### config.mk
export PLATFORM = sky130hd
export DESIGN_NAME = alu_trace_fifo
export DESIGN_NICKNAME = d
export VERILOG_FILES = /design/src/rtl/alu_trace_fifo.sv
export SDC_FILE = /design/constraint.sdc
export NUM_CORES = 1
export LEC_CHECK = 0
export ABC_AREA = 0
export BUFFER_PORTS_ARGS = -buffer_cell sky130_fd_sc_hd__clkbuf_2
export CAP_MARGIN = 5
export CORE_AREA = 3 3 151 153
export CTS_CLUSTER_DIAMETER = 120
export DETAILED_ROUTE_END_ITERATION = 8
export DIE_AREA = 0 0 154 156
export GPL_TIMING_DRIVEN = 0
export PLACE_DENSITY = 0.79
export SLEW_MARGIN = 20
export SYNTH_ARGS = -nofsm -noshare
export SYNTH_HDL_FRONTEND = slang
export SYNTH_SLANG_ARGS = --single-unit
### constraint.sdc
create_clock -name clk -period 14.56 [get_ports clk]
set_clock_uncertainty 0.05 [all_clocks]
set_input_delay 0.728 -clock clk [delete_from_list [all_inputs] [get_ports clk]]
set_output_delay 0.728 -clock clk [all_outputs]
set_load 0.01 [all_outputs]
### src/rtl/alu_trace_fifo.sv
// alu_trace_fifo: captures changed ALU results into a small FWFT circular FIFO for a trace consumer.
// Latency: a sample pushed at edge N is visible (out_valid=1) after edge N; no empty bypass.
// Backpressure: out_ready=0 holds the head; when full, new samples are dropped and counted (saturating).
module alu_trace_fifo #(
  parameter int word_width = 32,
  parameter int DEPTH      = 8,
  parameter int PTR_W      = 3,
  parameter int OVF_W      = 16
) (
  input  logic                  clk,
  input  logic                  rst,
  input  logic [word_width-1:0] ALU_out,
  input  logic                  capture_en,
  input  logic                  clear,
  output logic [word_width-1:0] out_data,
  output logic                  out_valid,
  input  logic                  out_ready,
  output logic [PTR_W:0]        count,
  output logic                  full,
  output logic [OVF_W-1:0]      drop_cnt
);

  localparam logic [PTR_W:0]   FULL_CNT = (PTR_W+1)'(DEPTH);
  localparam logic [PTR_W:0]   CNT_ONE  = (PTR_W+1)'(1);
  localparam logic [PTR_W-1:0] PTR_ONE  = PTR_W'(1);
  localparam logic [OVF_W-1:0] OVF_ONE  = OVF_W'(1);

  logic [word_width-1:0] mem_q [DEPTH];
  logic [PTR_W-1:0]      wr_ptr_q, wr_ptr_d;
  logic [PTR_W-1:0]      rd_ptr_q, rd_ptr_d;
  logic [PTR_W:0]        count_q, count_d;
  logic [OVF_W-1:0]      drop_cnt_q, drop_cnt_d;
  logic                  last_valid_q, last_valid_d;
  logic [word_width-1:0] last_value_q, last_value_d;

  logic new_sample;
  logic pop;
  logic accept;
  logic drop;

  assign out_valid = (count_q != '0);
  assign full      = (count_q == FULL_CNT);
  assign count     = count_q;
  assign drop_cnt  = drop_cnt_q;
  // Empty FIFO presents zero so the reset/empty view of out_data is deterministic
  assign out_data  = out_valid ? mem_q[rd_ptr_q] : '0;

  // Change detection, push/pop arbitration and next-state for pointers, occupancy and drop counter
  always_comb begin
    new_sample   = capture_en && (!last_valid_q || (ALU_out != last_value_q));
    pop          = out_valid && out_ready;
    // A pop in the same edge frees a slot, so a full FIFO can still accept
    accept       = new_sample && (!full || pop);
    drop         = new_sample && full && !pop;

    wr_ptr_d     = wr_ptr_q;
    rd_ptr_d     = rd_ptr_q;
    count_d      = count_q;
    drop_cnt_d   = drop_cnt_q;
    last_valid_d = last_valid_q;
    last_value_d = last_value_q;

    if (clear) begin
      wr_ptr_d     = '0;
      rd_ptr_d     = '0;
      count_d      = '0;
      drop_cnt_d   = '0;
      last_valid_d = 1'b0;
    end else begin
      if (capture_en) begin
        last_value_d = ALU_out;
        last_valid_d = 1'b1;
      end
      if (accept) wr_ptr_d = wr_ptr_q + PTR_ONE;
      if (pop)    rd_ptr_d = rd_ptr_q + PTR_ONE;
      if (accept && !pop)      count_d = count_q + CNT_ONE;
      else if (pop && !accept) count_d = count_q - CNT_ONE;
      if (drop && (drop_cnt_q != '1)) drop_cnt_d = drop_cnt_q + OVF_ONE;
    end
  end

  // Control state registers, cleared asynchronously by reset
  always_ff @(posedge clk or negedge rst) begin
    if (!rst) begin
      wr_ptr_q     <= '0;
      rd_ptr_q     <= '0;
      count_q      <= '0;
      drop_cnt_q   <= '0;
      last_valid_q <= 1'b0;
      last_value_q <= '0;
    end else begin
      wr_ptr_q     <= wr_ptr_d;
      rd_ptr_q     <= rd_ptr_d;
      count_q      <= count_d;
      drop_cnt_q   <= drop_cnt_d;
      last_valid_q <= last_valid_d;
      last_value_q <= last_value_d;
    end
  end

  // Storage write; contents are don't-care until a pointer exposes them, so no reset
  always_ff @(posedge clk) begin
    if (accept && !clear) mem_q[wr_ptr_q] <= ALU_out;
  end

endmodule

==> out/qor.yml, run 1 <==
logic_synthesis:
  synthCells: 724
  syn_nets: 767
  synth_area_leaders: "edfxtp_1 (59%), dfrtp_1 (11%), mux4_2 (11%)"
  synth_area_per_cell_sq_um: 17.90
  yosysUniqueCellTypes: 45
  synth_area_sq_mm: 0.01296
  synth_seq_cells: 315
  seq_area_frac_synth_pct: 70.72
  yosysTopAreaCellShare_pct: 59.33
  synth_top_area_cell: "edfxtp_1"
  synth_warnings: 0
pwr:
  leakagePower_uw: 0.005276
  power_density_mw_per_mm2: 159.9
  finalPower_uw: 2413
  irDropWorstVdd_v: 0.0001530
critical_path:
  cp_slowest_stage_delay_ps: 720
  crit_slowest_cell: "nor4_4"
  rrSetupSlack_ps: 10680
  cp_cell_sequence: "nor4_4 > inv_2 > and2_1 > buf_2 > or3_1 > ha_1 > a21o_1 > a21oi_1 > nand2_1 > or4_1 > a21o_1 > a21oi_1"
  cp-end-kind: "flip-flop"
  r2r_cells: 12
  critPathLaunch: "count[1]"
  r2r-start: "count[1]"
  endpoint: "count[3]"
  required_ps: 14970
  regToRegEndpoint: "count[3]"
  worstSetupPathType: "reg2reg"
  critPathMaxFanout: 8
  critical_path_arrival_ps: 4290
  worst_setup_path_start_kind: "flip-flop"
sta:
  fmax_mhz: 257.7
  setup_viol: 0
  post-route-period-util_pct: 26.65
  fin_crit_ps: 3881
  worstMarginPinSlew_ps: 947.2
  hold_viol: 0
  rsz0062_at_grt: "no"
  fin_ws_ps: 10680
  slew_headroom_pct: 36.86
  finalMaxSlewViolations: 0
  setup_tns_ps: 0
die:
  rows: 54
  die_w_microns: 154
  die_area_sq_mm: 0.02402
  core_sq_mm: 0.02169
  die_y_microns: 156
  initial_core_util_pct: 59.74
  io_pins: 91
global_routing:
  grt_pass1_wl_microns: 43850
  grt_pass1_vias: 7750
  antenna_found_initial: 0
  gr-usage-all-layers_pct: 23.48
  overflow: 0
  grt_max_degree: 39
clock_tree:
  cts_hold_buf: 0
  post_cts_buffers: 0
  cts.sinks: 315
  clockBufferDepth: 3
  htreeDepth: 1
  cts_tree: "done"
  cts_root_buf: "clkbuf_16"
  insertion_delay_ps: 540
  postCtsResizedCells: 0
  cts_buffers: 31
  clk_pin_slew_ps: 60
layout:
  num-nets-final: 929
  multi_input_area_sq_mm: 0.003666
  antenna_cells: 0
  layout-drive-gt1-share_pct: 32.75
  area_growth_pct: 16.46
  fin_area_sq_mm: 0.01509
  regArea_sq_mm: 0.009164
  n_fill_cell: 1339
drt:
  ant_nets: 0
  drt_first_pass_iters: 4
  drc: 0
  vias: 7283
  drt_iter0_markers: 629
  viasPerCell: 6.120
  totalWireLength_microns: 27590
  wl_per_cell_microns: 23.18
placed_design:
  placed_cell_area_sq_mm: 0.01410
  dp_hpwl_microns: 19160
  numPortBuffers: 90
  gp_congestion: 0.9410
  post-place-ws_ps: 10220
min_path:
  hp-class: "in2async"
run:
  drv_cap: 0
run_status:
  status: "complete, no violations"
-- power breakdown --
group	internal, uW	total [uW]	switching, uW
clock network	456	775	318
logic	269	599	331
registers	1010	1040	26.9
total	1740	2410	676
-- cell usage after synthesis --
cell and instances:
nand4_1 6, mux2_2 37, fa_1 1, nor4_1 17, nor4_4 1, a41o_1 1
o21ai_0 15, nand2_1 14, a21o_1 2, inv_1 8, nand3_1 12, buf_1 7
a21oi_1 17, inv_2 1, mux4_2 64, or4_1 3, nor2b_1 7, o2111ai_1 1
nor4b_1 2, nor3_1 10, and4_1 2, or3_1 9, buf_2 8, o32ai_1 1
nand4b_1 1, a41oi_1 1, clkbuf_1 19, mux2i_1 34, and2_1 2, xor2_1 33
ha_1 5, and3b_1 1, or2_2 2, nor2_1 51, or4_4 1, a21boi_0 1
nor3b_1 1, xnor2_1 3, a311oi_2 1, dfrtp_1 59, and3_1 1, o31ai_1 4
or3b_2 1, o31a_1 1, edfxtp_1 256
-- state kept, by name, summed over array words and instances (netlist names) --
name and cells:
mem_q 256, count 4, last_valid_q 1, wr_ptr_q 3, last_value_q 32, drop_cnt 16, rd_ptr_q 3
-- per-layer routing --
layer  part of all wire [%]  global-route usage, %  routed length, microns
met5                      0                      0                       0
met4                    1.4                  5.299                     397
met3                    6.6                  4.050                    1809
met2                     52                  40.33                   14220
met1                     40                  32.19                   11160
-- logic make-up after synthesis --
logic type      synth area share (%)
compound gates                 2.105
xor+xnor                       2.433
fa+ha+maj                     0.6373
buf+inv                        1.323
flops                          70.72
mux                            16.97
simple gates                   5.813
-- critical path: cells and delay by family (launching register included) --
family / cells / cell delay, ps
compound gates: 4 / 790
buf+inv: 2 / 280
flops: 1 / 470
simple gates: 5 / 1920
fa+ha+maj: 1 / 300
-- cell usage in the layout (no fill, tap or decap), drive strengths merged, types with 12 or more instances in the layout --
cell	Yosys	final
mux2i	34	34
mux2	37	37
dfrtp	59	59
clkbuf	19	148
mux4	64	64
nor4	18	18
nand2	14	14
a21oi	17	17
nor2	51	51
nand3	12	12
o21ai	15	15
clkinv	0	14
edfxtp	256	256
buf	15	54
xor2	33	33
-- metrics by stage --
stage	util, %	hold slack [ps]	cells
2_1_floorplan	-	382.4	724
3_3_place_gp	63.44	459.2	1094
3_5_place_dp	64.99	465.6	1133
4_1_cts	69.58	48.74	1190
5_1_grt	69.58	54.04	1190
6_report	69.58	60.61	1190
-- how the worst min path moves through the flow --
stage / from / to / slack, ps / cells after the start
finish: rst / count[2] / 60 / 1
global route: rst / count[2] / 50 / 1
CTS: rst / count[2] / 50 / 1
detailed placement: last_value_q[8] / last_value_q[8] / 470 / 1
global placement: last_value_q[17] / last_value_q[17] / 460 / 1
floorplan: rst / count[0] / 380 / 0
-- area by class of cell --
type                       instances  share of cell area (%)
inverter                           9                  0.2239
timing repair buffer             129                   4.933
sequential                       315                   60.72
clock inverter                    18                   1.053
clock buffer                      39                   5.539
multi-input combinational        366                   24.29
tap                              280                   2.322
buffer                            34                  0.9120
(Power assumes the default switching activity.)
==> inputs of run 2 (changes only) <==
- ABC_AREA: 0 -> 1
- CORE_AREA: 3 3 151 153 -> 3 3 162 164
- DIE_AREA: 0 0 154 156 -> 0 0 165 167
- PLACE_DENSITY: 0.79 -> 0.74
- clock period: 14.56 -> 3.56 ns (I/O delays scaled with it)
==> run 2 against run 1 <==
  * Synthesized cell count is 69% higher
  * Non-clock buffer count grew 37
  * Die area increased by 15%
  * Critical endpoint is now out_data[31]
  * First-iteration DRC count increased by 73%
  * Sequential cell count did not move
  * Setup slack lost 10000 ps
  * Core utilization shrank 6.0 points
  * Largest power group unchanged
  * Cell area is 5.6% higher
  * Power grew to 4.3 times the previous value
==> out/qor.yml, run 2 <==
pwr:
  switching_power_uw: 3311  # was 675.9 uW
  combPwrFrac_pct: 26.7  # was 24.8%
  power_density_mw_per_mm2: 648.6  # was 159.9 mW/mm^2
  clockPowerShare_pct: 32.4  # was 32.1%
  irDropWorstVdd_v: 0.0003864  # was 0.0001530 V
  seqPwrFrac_pct: 40.9  # was 43.1%
  finalPower_uw: 10330  # was 2413 uW
  sw_frac_of_total_pct: 32.04  # was 28.01%
  leakagePower_uw: 0.006102  # was 0.005276 uW
  internal-power_uw: 7022  # was 1737 uW
layout:
  stdcell_count: 1750  # was 1190
  area_growth_pct: 19.19  # was 16.46%
  final_common_cell: "edfxtp_1"  # unchanged
  top_register: "mem_q"  # unchanged
  layout_common_cells: "edfxtp_1 (256), nor2_1 (238), o21ai_0 (196)"  # was edfxtp_1 (256), clkbuf_2 (89), mux4_2 (64)
  multi_input_area_sq_mm: 0.003716  # was 0.003666 sq mm
  regArea_sq_mm: 0.009164  # unchanged
  antenna_cells: 0  # unchanged
  layout-drive-gt1-share_pct: 13.31  # was 32.75%
  largest_reg_flops: 256  # unchanged
  n_fill_cell: 1851  # was 1339
  final_core_util_pct: 63.63  # was 69.58%
  num-nets-final: 1438  # was 929
drt:
  drc: 0  # unchanged
  drt_iter0_markers: 1090  # was 629
  viasPerCell: 5.641  # was 6.120
  drt_first_pass_iters: 5  # was 4
  vias: 9872  # was 7283
  wl_per_cell_microns: 19.29  # was 23.18 microns
  ant_nets: 0  # unchanged
  totalWireLength_microns: 33760  # was 27590 microns
die:
  die_y_microns: 167  # was 156 microns
  die_area_sq_mm: 0.02756  # was 0.02402 sq mm
  io_pins: 91  # unchanged
  core_sq_mm: 0.02504  # was 0.02169 sq mm
  die_w_microns: 165  # was 154 microns
  rows: 58  # was 54
  initial_core_util_pct: 53.38  # was 59.74%
run_status:
  status: "complete, no violations"  # unchanged
critical_path:
  required_ps: 3330  # was 14970 ps
  critical_path_arrival_ps: 2800  # was 4290 ps
  worst_setup_path_start_kind: "flip-flop"  # unchanged
  critPathMaxFanout: 10  # was 8
  cp-end-kind: "output port"  # was flip-flop
  worstSetupPathType: "reg2out"  # was reg2reg
logic_synthesis:
  synth_area_sq_mm: 0.01337  # was 0.01296 sq mm
  synth_warnings: 0  # unchanged
  yosysTopAreaCellShare_pct: 57.52  # was 59.33%
  synth_flop_cell: "edfxtp_1"  # unchanged
  syn_nets: 1270  # was 767
  synth_seq_cells: 315  # unchanged
  synth_area_leaders: "edfxtp_1 (58%), dfrtp_1 (11%), o21ai_0 (7.3%)"  # was edfxtp_1 (59%), dfrtp_1 (11%), mux4_2 (11%)
  synth_top_area_cell: "edfxtp_1"  # unchanged
  synth_async_sr_flop_share_pct: 18.73  # unchanged
  synth_most_common_cell: "edfxtp_1"  # unchanged
  seq_area_frac_synth_pct: 68.56  # was 70.72%
  yosys-top-cells-count: "edfxtp_1 (256), nor2_1 (246), o21ai_0 (196), nand2_1 (167), inv_1 (72)"  # was edfxtp_1 (256), mux4_2 (64), dfrtp_1 (59), nor2_1 (51), mux2_2 (37)
  synth_area_per_cell_sq_um: 10.89  # was 17.90 sq um
  yosysUniqueCellTypes: 36  # was 45
  synthCells: 1227  # was 724
  synth-edff-count: 256  # unchanged
clock_tree:
  clockBufferDepth: 3  # unchanged
  cts_tree: "done"  # unchanged
  cts_buffers: 31  # unchanged
  cts.sinks: 315  # unchanged
  insertion_delay_ps: 550  # was 540 ps
  post_cts_buffers: 0  # unchanged
  htreeDepth: 1  # unchanged
  cts_root_buf: "clkbuf_16"  # unchanged
  postCtsResizedCells: 0  # unchanged
  clk_pin_slew_ps: 60  # about the same
sta:
  rsz0062_at_grt: "no"  # unchanged
  slew_headroom_pct: 49.47  # was 36.86%
  finalMaxSlewViolations: 0  # unchanged
  hold_viol: 0  # unchanged
  fmax_mhz: 330.2
  setup_viol: 0  # unchanged
  worstMarginPinSlew_ps: 757.9  # was 947.2 ps
  post-route-period-util_pct: 85.06
  fin_crit_ps: 3028
global_routing:
  overflow: 0  # unchanged
  grt_max_degree: 39  # unchanged
  grt_pass1_wl_microns: 52730  # was 43850 microns
  gr-usage-all-layers_pct: 24.51  # was 23.48%
  grt_pass1_vias: 9774  # was 7750
  antenna_found_initial: 0  # unchanged
min_path:
  hp-class: "in2async"  # unchanged
placed_design:
  dp_hpwl_microns: 22200  # was 19160 microns
  placed_cells: 1656  # was 1133
  gp_congestion: 0.8948  # was 0.9410
  numPortBuffers: 89  # was 90
run:
  drv_cap: 0  # unchanged
-- run 2: cell types whose count changed in the layout (fill, tap and decap cells not counted), moves of 19 or more --
| cell | before | now |
|---|---|---|
| a31oi_1 | 0 | 32 |
| nor2_1 | 51 | 238 |
| o22ai_1 | 0 | 32 |
| nand3_1 | 12 | 31 |
| nand2_1 | 14 | 167 |
| buf_4 | 20 | 1 |
| xor2_1 | 33 | 12 |
| mux2i_1 | 34 | 0 |
| mux4_2 | 64 | 0 |
| inv_1 | 8 | 72 |
| dlygate4sd3_1 | 0 | 36 |
| mux2_2 | 37 | 4 |
| clkbuf_1 | 24 | 56 |
| o21ai_0 | 15 | 196 |
-- run 2: worst paths after layout --
| kind | from | to | slack [ps] | cells past startpoint |
|---|---|---|---|---|
| setup reg to reg | last_value_q[21] | mem_q[4][30] | 710 | 12 |
| max in group asynchronous | rst | last_value_q[17] | 2900 | 3 |
| setup / recovery | rd_ptr_q[0] | out_data[31] | 530 | 6 |
| min in group clk | clear | drop_cnt[5] | 80 | 4 |
| hold reg to reg | last_value_q[18] | last_value_q[18] | 450 | 2 |
| hold / removal | rst | drop_cnt[14] | 40 | 2 |
-- run 2: stage by stage --
step	cell area, sq um	setup TNS [ps]	setup WS, ps	hold WS [ps]
finish	15930	0	531.8	38.65
global route	15930	0	423.4	76.55
CTS	15930	0	595.7	50.23
detailed placement	14520	0	649.0	89.04
global placement	14220	-235060	-1014	428.5
floorplan	13370	0	490.5	-167.6
-- run 2: repair_timing --
action / 4_1_cts / 5_1_grt
endpoints found under the setup margin: 0 / 0
hold buffers: 36 / 0
endpoints found under the hold margin: 340 / 0
-- run 2: per-layer routing --
metal,wire [microns],global-route usage (%)
met5,0,0
met4,762,7.403
met3,2969,2.985
met2,16460,40.70
met1,13570,34.01
-- run 2: final cells by class --
class                      instances  share of cell area, %
sequential                       315                  57.52
buffer                            65                  1.681
clock inverter                    12                  1.060
multi-input combinational        773                  23.33
inverter                          74                  1.744
tap                              330                  2.592
clock buffer                      46                  5.537
timing repair buffer             135                  6.535
-- run 2: cell families (layout without fill, tap and decap cells) --
group                      after synthesis  count (layout)  synth area share (%)
adders and majority gates                6               6                0.6179
muxes                                    4               4                0.3370
AOI/OAI and AO/OA                      270             270                 10.80
DFF                                    315             315                 68.56
and+or+nand+nor                        473             473                 14.29
xor gates and xnor gates                20              20                 1.311
buffers and inverters                  139             332                 4.082
-- run 2: power groups by stage --
| stage | registers [uW] | clock network [uW] | logic, uW |
|---|---|---|---|
| 2_1_floorplan | 4290 | 0 | 1620 |
| 3_3_place_gp | 4300 | 0 | 2610 |
| 3_5_place_dp | 4300 | 0 | 2700 |
| 4_1_cts | 4220 | 3380 | 2750 |
| 5_1_grt | 4240 | 3530 | 3050 |
| 6_report | 4230 | 3350 | 2760 |
-- run 2: critical path: stages (launching register included) --
cell	delay, ps
dfrtp_1	450
inv_2	110
buf_2	220
clkbuf_1	600
o21ai_0	260
a31oi_1	380
clkbuf_2	210
